**src/rtl/uart_receiver.sv**
```systemverilog
// UART receive stage: 2-FF synchronized rxd, 16x oversampled mid-bit sampling, holding register with status.
// Define UART_RX_PARITY_EN to add an even-parity bit after the data bits and the parity_error output.
module uart_receiver #(
  parameter int OVERSAMPLE = 16,
  parameter int DATA_BITS  = 8
) (
  input  logic                 clk,
  input  logic                 rst_n,
  input  logic                 rxd,
  input  logic                 receive_baud,
  output logic                 receive_start,
  output logic [DATA_BITS-1:0] rx_data,
  output logic                 rx_valid,
  input  logic                 rx_read,
  output logic                 framing_error,
  output logic                 overrun
`ifdef UART_RX_PARITY_EN
  ,
  output logic                 parity_error
`endif
);

  localparam int TICK_W = $clog2(OVERSAMPLE);
  localparam int BIT_W  = (DATA_BITS > 1) ? $clog2(DATA_BITS) : 1;
  localparam logic [TICK_W-1:0] HALF_TICK = TICK_W'(OVERSAMPLE / 2 - 1);
  localparam logic [TICK_W-1:0] LAST_TICK = TICK_W'(OVERSAMPLE - 1);
  localparam logic [BIT_W-1:0]  LAST_BIT  = BIT_W'(DATA_BITS - 1);

  typedef enum logic [2:0] {
    IDLE,
    START,
    DATA,
`ifdef UART_RX_PARITY_EN
    PARITY,
`endif
    STOP
  } state_t;

  state_t               state, state_nxt;
  logic                 sync1, sync2, prev;
  logic                 fall;
  logic                 start_nxt;
  logic                 capture;
  logic [TICK_W-1:0]    tick_cnt, tick_cnt_nxt;
  logic [BIT_W-1:0]     bit_cnt, bit_cnt_nxt;
  logic [DATA_BITS-1:0] shift, shift_nxt;
`ifdef UART_RX_PARITY_EN
  logic                 parity_bit, parity_bit_nxt;
`endif

  // NOTE: the synchronizer resets to the idle line level so reset release never looks like a start edge.
  always_ff @(posedge clk or negedge rst_n) begin
    if (!rst_n) begin
      sync1 <= 1'b1;
      sync2 <= 1'b1;
      prev  <= 1'b1;
    end else begin
      sync1 <= rxd;
      sync2 <= sync1;
      prev  <= sync2;
    end
  end

  assign fall = prev & ~sync2;

  always_ff @(posedge clk or negedge rst_n) begin
    if (!rst_n) begin
      state         <= IDLE;
      tick_cnt      <= '0;
      bit_cnt       <= '0;
      shift         <= '0;
      receive_start <= 1'b0;
`ifdef UART_RX_PARITY_EN
      parity_bit    <= 1'b0;
`endif
    end else begin
      state         <= state_nxt;
      tick_cnt      <= tick_cnt_nxt;
      bit_cnt       <= bit_cnt_nxt;
      shift         <= shift_nxt;
      receive_start <= start_nxt;
`ifdef UART_RX_PARITY_EN
      parity_bit    <= parity_bit_nxt;
`endif
    end
  end

  // NOTE: every signal gets its default before the case so no path can infer a latch.
  always_comb begin
    state_nxt    = state;
    tick_cnt_nxt = tick_cnt;
    bit_cnt_nxt  = bit_cnt;
    shift_nxt    = shift;
    start_nxt    = 1'b0;
    capture      = 1'b0;
`ifdef UART_RX_PARITY_EN
    parity_bit_nxt = parity_bit;
`endif
    case (state)
      IDLE: begin
        if (fall) begin
          start_nxt    = 1'b1;
          tick_cnt_nxt = '0;
          state_nxt    = START;
        end
      end
      START: begin
        if (receive_baud) begin
          if (tick_cnt == HALF_TICK) begin
            tick_cnt_nxt = '0;
            bit_cnt_nxt  = '0;
            state_nxt    = sync2 ? IDLE : DATA;
          end else begin
            tick_cnt_nxt = tick_cnt + 1'b1;
          end
        end
      end
      DATA: begin
        if (receive_baud) begin
          tick_cnt_nxt = tick_cnt + 1'b1;
          if (tick_cnt == LAST_TICK) begin
            shift_nxt = {sync2, shift[DATA_BITS-1:1]};
            if (bit_cnt == LAST_BIT) begin
              bit_cnt_nxt = '0;
`ifdef UART_RX_PARITY_EN
              state_nxt   = PARITY;
`else
              state_nxt   = STOP;
`endif
            end else begin
              bit_cnt_nxt = bit_cnt + 1'b1;
            end
          end
        end
      end
`ifdef UART_RX_PARITY_EN
      PARITY: begin
        if (receive_baud) begin
          tick_cnt_nxt = tick_cnt + 1'b1;
          if (tick_cnt == LAST_TICK) begin
            parity_bit_nxt = sync2;
            state_nxt      = STOP;
          end
        end
      end
`endif
      STOP: begin
        if (receive_baud) begin
          tick_cnt_nxt = tick_cnt + 1'b1;
          if (tick_cnt == LAST_TICK) begin
            capture   = 1'b1;
            state_nxt = IDLE;
          end
        end
      end
      default: state_nxt = IDLE;
    endcase
  end

  // Capture takes priority over a same-cycle rx_read, so the fresh byte is never lost.
  always_ff @(posedge clk or negedge rst_n) begin
    if (!rst_n) begin
      rx_data       <= '0;
      rx_valid      <= 1'b0;
      framing_error <= 1'b0;
      overrun       <= 1'b0;
`ifdef UART_RX_PARITY_EN
      parity_error  <= 1'b0;
`endif
    end else if (capture) begin
      rx_data       <= shift;
      rx_valid      <= 1'b1;
      framing_error <= ~sync2;
      overrun       <= ~rx_read & (overrun | rx_valid);
`ifdef UART_RX_PARITY_EN
      parity_error  <= ^{shift, parity_bit};
`endif
    end else if (rx_read) begin
      rx_valid <= 1'b0;
      overrun  <= 1'b0;
    end
  end

endmodule

```
**config.mk**
```make
export PLATFORM = sky130hd
export DESIGN_NAME = uart_receiver
export DESIGN_NICKNAME = d
export VERILOG_FILES = /design/src/rtl/uart_receiver.sv
export SDC_FILE = /design/constraint.sdc
export NUM_CORES = 1
export LEC_CHECK = 0
export BUFFER_PORTS_ARGS = -buffer_cell sky130_fd_sc_hd__buf_2
export CORE_UTILIZATION = 40
export CTS_CLUSTER_SIZE = 30
export DETAILED_ROUTE_END_ITERATION = 10
export GPL_ROUTABILITY_DRIVEN = 1
export PLACE_DENSITY = 0.66
export SYNTH_ARGS = -nofsm -noshare
export SYNTH_HDL_FRONTEND = slang
export SYNTH_SLANG_ARGS = --single-unit
```
**constraint.sdc**
```tcl
create_clock -name clk -period 2.1 [get_ports clk]
set_input_delay 0.315 -clock clk [delete_from_list [all_inputs] [get_ports clk]]
set_output_delay 0.315 -clock clk [all_outputs]
set_load 0.02 [all_outputs]
```
# [After elaboration in Yosys (flattened, before gate mapping)]
# Cells that the tools add are included.
[word_totals] reg_bits=33 input_bits=5 output_inout_bits=12 wordCells=72
[op_classes] addsub=2 eq_ne=15 n_mux=29 n_bitwise=5 n_reduce_logical=9
[op_table] op="two-way mux 3 bit" count=13
[op_table] op="two-way mux 4 bit" count=4
[op_table] op="inequality test 2 bit, second input constant" count=8
[op_table] op="case mux 3 bit (4 select lines)" count=1
[op_table] op="case mux 4 bit (3 select lines)" count=1
[op_table] op="two-way mux 1 bit" count=8
[op_table] op="AND reduction 8 bit" count=1
[op_table] op="== test 3 x 2 -> 1 bit, second input constant" count=2
[op_table] op="case mux 3 bit (2 select lines)" count=1
[op_table] op="AND reduction 5 bit" count=1
[op_table] op="adder 4 x 1 -> 4 bit, second input constant" count=1
[op_table] op="== test 4 x 3 -> 1 bit, second input constant" count=1
[op_table] op="== test 4 bit, second input constant" count=1
[op_table] op="AND reduction 4 bit" count=1
[op_table] op="nonzero test 2 bit" count=2
[op_table] op="adder 3 x 1 -> 3 bit, second input constant" count=1
[op_table] op="== test 3 x 1 -> 1 bit, second input constant" count=1
[op_table] op="== test 3 bit, second input constant" count=1
[op_table] op="logical NOT 3 bit" count=1
[op_table] op="AND reduction 3 bit" count=1
[op_table] op="nonzero test 3 bit" count=1
[op_table] op="bitwise AND 1 bit" count=2
[op_table] op="two-way mux 2 bit" count=1
[op_table] op="inequality test 2 x 1 -> 1 bit, second input constant" count=1
[op_table] op="other kinds (3)" count=4

# [Logic depth before layout (Yosys ltp)]
[depth] ltp_word=5 depth_mapped=5 ltp_nobuf=4

# [Least setup slack after synthesis]
# No wires, ideal clock.
[synth_timing] path_type="register to register" from="reg tick_cnt[0]" to="reg rx_data[0]" setup_ns=0.125 t_arrival_ns=1.470 required_time_ns=1.975 setup_slack_ns=0.505 stages_incl_launch_ff=6 n_path_buf=1 period_less_slack_ns=1.595 cell_sequence="dfrtp_1 ha_1 and4_4 and3_4 buf_8 mux2_4"
[synth_via] elab_chain_len=4
[synth_rtl] element="start: declaration" line_no="44" text="logic [TICK_W-1:0] tick_cnt, tick_cnt_nxt;"
[synth_rtl] element="start signal: assignment" line_no="78" text="tick_cnt <= tick_cnt_nxt;"
[synth_rtl] element="== test 4 bit" line_no="150" text="if (tick_cnt == LAST_TICK) begin"
[synth_rtl] element="two-way mux 1 bit" line_no="150"
[synth_rtl] element="two-way mux 1 bit" line_no="148" text="if (receive_baud) begin"
[synth_rtl] element="two-way mux 1 bit" line_no="99" text="case (state)"
[synth_rtl] element="end signal: assignment" line_no="171" text="rx_data <= shift;"
[synth_rtl] element="end: declaration" line_no="12" text="output logic [DATA_BITS-1:0] rx_data,"
# Every way passes these cells.
# A chain may end at the register's enable or synchronous reset.

# [Worst setup path after layout]
# Ends and elaborated chain as after synthesis.

==> summary.md <==
| Metric | Value |
|---|---|
| Run status | complete, no violations |
| Int Power | 0.929 mW |
| Critical path type | reg2reg |
| Detail Route Antenna Nets | 0 |
| Wire length per cell | around 14 um |
| Ys async rst share | 100% |
| Netlist cell types | 37 |
| Final Critical Period | between 1.5 and 2 ns |
| CTS tree | yes |
| DRC | 0 |
| Nets | around 140 |
| Most frequent cells in the layout | 29 x dfrtp_1, 16 x buf_2, 8 x mux2_1, 8 x mux2_4, 7 x nand3_1 |
| Die height | 62.2 um |
| CTS Sinks | 32 |
| Synth area leader | dfrtp_1 |
| CTS root buf | clkbuf_4 |
| Clock latency on the worst-skew pair | 0.33 ns |
| Full die area | 3870 um2 |
| Post-Route Setup TNS | 0 ns |
| Reg clk slew, reported paths | 0.10 ns |
| Max cap viols | 0 |
| Post-layout power | 1.34 mW |
| Resized Gates After CTS | 0 |
| Ys Warns | 0 |
| Critical Path AT | 1.94 ns |
| DRT iter0 DRCs | 18 |
| Starting density of the core | 42.5% |
| Vias in the first global route | 933 |
| Most common cell after layout, fill and taps aside | dfrtp_1 |
| Main synth FF type | dfrtp_1 |
| Post-CTS setup buffer count | 0 |
| Seq/Total Area, Yosys | 55.4% |
| Crit end category | register |
| Comb pwr share | 13.6% |
| Fin crit share | between 80% and 90% |
| Peak supply drop | 0.453 mV |
| Worst hold path class | in2async |
| Sw frac | 30.6% |
| RSZ-0062 raised after global routing | false |
| # IOs | 17 |
| Layout cell share with drive strength beyond 1 | ~29% |
| Post-synth EDFFs | 0 |
| Non-filler cells, final | 175 |
| Flop pwr share | 58.6% |
| GRT Residual Overflow | 0 |
| Cell Rows | 21 |
| Max frequency | just under 600 MHz |
| Final setup viols | 0 |
| Critical Path Fanout Max | 10 |
| Net Sw Power | 0.410 mW |
| Slew margin rel. | between 50% and 60% |
| Routability congestion estimate | 0.760 |
| Max-slew violations | 0 |
| CTS max path bufs | 2 |
| Endpoints failing hold | 0 |
| Synth area leaders | dfrtp_1 50%, mux2_4 8.3%, mux2_1 6.2% |
| DR vias/cell | 5.31 |
| Syn Inst Count | about 110 |
| Average size of a mapped cell | 13.1 um2 |
| First-pass GRT wire length | 4.31 mm |
| CP Launch Type | register |
| TritonRoute pass-1 iters | 4 |
| Initial antenna violation count | 0 |
| Post-synth top area share | 50.0% |
| Mapped cell area | 1450 um2 |
| Largest net degree at the start of global routing | 33 |
| Required time of the critical path | 2.33 ns |
| Power share of the clock group | 27.8% |
| Yosys reg bits | 32 |
| H-tree levels | 2 |
| CORE AREA | 3420 um2 |
| Leakage | 0.781 nW |
| Drt total wl | ~2.5 mm |
| Via count | 929 |
| Synth-to-Final Area Change | 11.1% |
| Total GRT Usage | around 14% |
| Number of buffers created by CTS | 5 |
| # hold bufs at CTS | 0 |
| Worst Tran Pin Value | 0.690 ns |
| Post-Place Cells | 167 |
| Antenna cell count | 0 |
| Die width | 62.2 um |
| Post-Synthesis Net Count | 119 |
| IO Port Bufs | 16 |
| Skew final | 0.00987 ns |
| DP HPWL | 1.70 mm |
| Power Dens Cells | 830 nW/um2 |
power by group through the flow:
stage | clock, mW | sequential (mW) | combinational (mW)
final | 0.372 | 0.785 | 0.182
after global routing | 0.414 | 0.799 | 0.208
after CTS | 0.390 | 0.782 | 0.186
after detailed placement | 0 | 0.792 | 0.185
after global placement | 0 | 0.790 | 0.180
after floorplan | 0 | 0.734 | 0.191
synth_stat cells (all sizes together), types with 2 or more instances:
cell,instances
nand2b,2
nand4,3
or2,2
a21oi,3
inv,5
dfstp,3
nor2b,2
dfrtp,29
nand3,7
nor2,3
mux2,16
o21ai,5
o21a,2
buf,5
o21bai,2
ha,3
o211ai,2
o221a,2
state kept, by name, indices dropped and copies added, names as in the netlist:
signal	cells
rx_data	8
shift	8
tick_cnt	4
bit_cnt	3
state	2
framing_error	1
overrun	1
prev	1
receive_start	1
rx_valid	1
sync1	1
sync2	1
worst max-delay path, cell delays in order (launching register included):
cell	delay, ns
dfrtp_1	0.41
ha_1	0.28
and4_4	0.27
and3_4	0.32
mux2_4	0.32
per-stage QoR:
stage | hold WS [ns] | cell area [um2] | utilization [%] | setup WS, ns
after floorplan | 0.0194 | 1450 | - | 0.505
after global placement | 0.350 | 1550 | 45.4 | 0.462
after CTS | 0.0302 | 1610 | 47.2 | 0.388
after detailed placement | 0.348 | 1550 | 45.4 | 0.408
after global routing | 0.0363 | 1610 | 47.2 | 0.289
final | 0.0120 | 1610 | 47.2 | 0.390
kinds of logic after synthesis:
group,Yosys count,share of synthesized area [%]
mux,17,15.2
fa+ha+maj,3,2.59
compound gates,21,10.3
flops,32,55.4
simple gates,27,12.5
buf+inv,11,3.96
path summary, 6_finish.rpt:
kind,startpoint,endpoint,slack [ns],depth (start not counted)
max,tick_cnt[0]$_DFFE_PN0P_,rx_data[0]$_DFFE_PN0P_,0.39,4
min,rst_n,rx_data[4]$_DFFE_PN0P_,0.01,1
max reg2reg,tick_cnt[0]$_DFFE_PN0P_,rx_data[0]$_DFFE_PN0P_,0.39,4
min reg2reg,sync1$_DFF_PN1_,sync2$_DFF_PN1_,0.36,0
max in group asynchronous,rst_n,state[0]$_DFFE_PN0P_,1.64,1
min in group clk,rxd,sync1$_DFF_PN1_,0.07,1
cell type report:
cell class | instances | area [um2]
Fill cell | 323 | 1800
Sequential cell | 32 | 805
Multi-Input combinational cell | 68 | 589
Timing Repair Buffer | 16 | 80.1
Tap cell | 46 | 57.6
Clock buffer | 7 | 55.1
Inverter | 5 | 18.8
Clock inverter | 1 | 7.51
per-layer routing:
layer / vias to the layer above / global-route usage (%) / wire (um)
li1: 439 / - / -
met1: 463 / 18.7 / 1170
met2: 22 / 21.3 / 1150
met3: 5 / 5.51 / 107
met4: 0 / 6.10 / 45
met5: - / 0 / 0
Power figures use the tool's default switching activity.
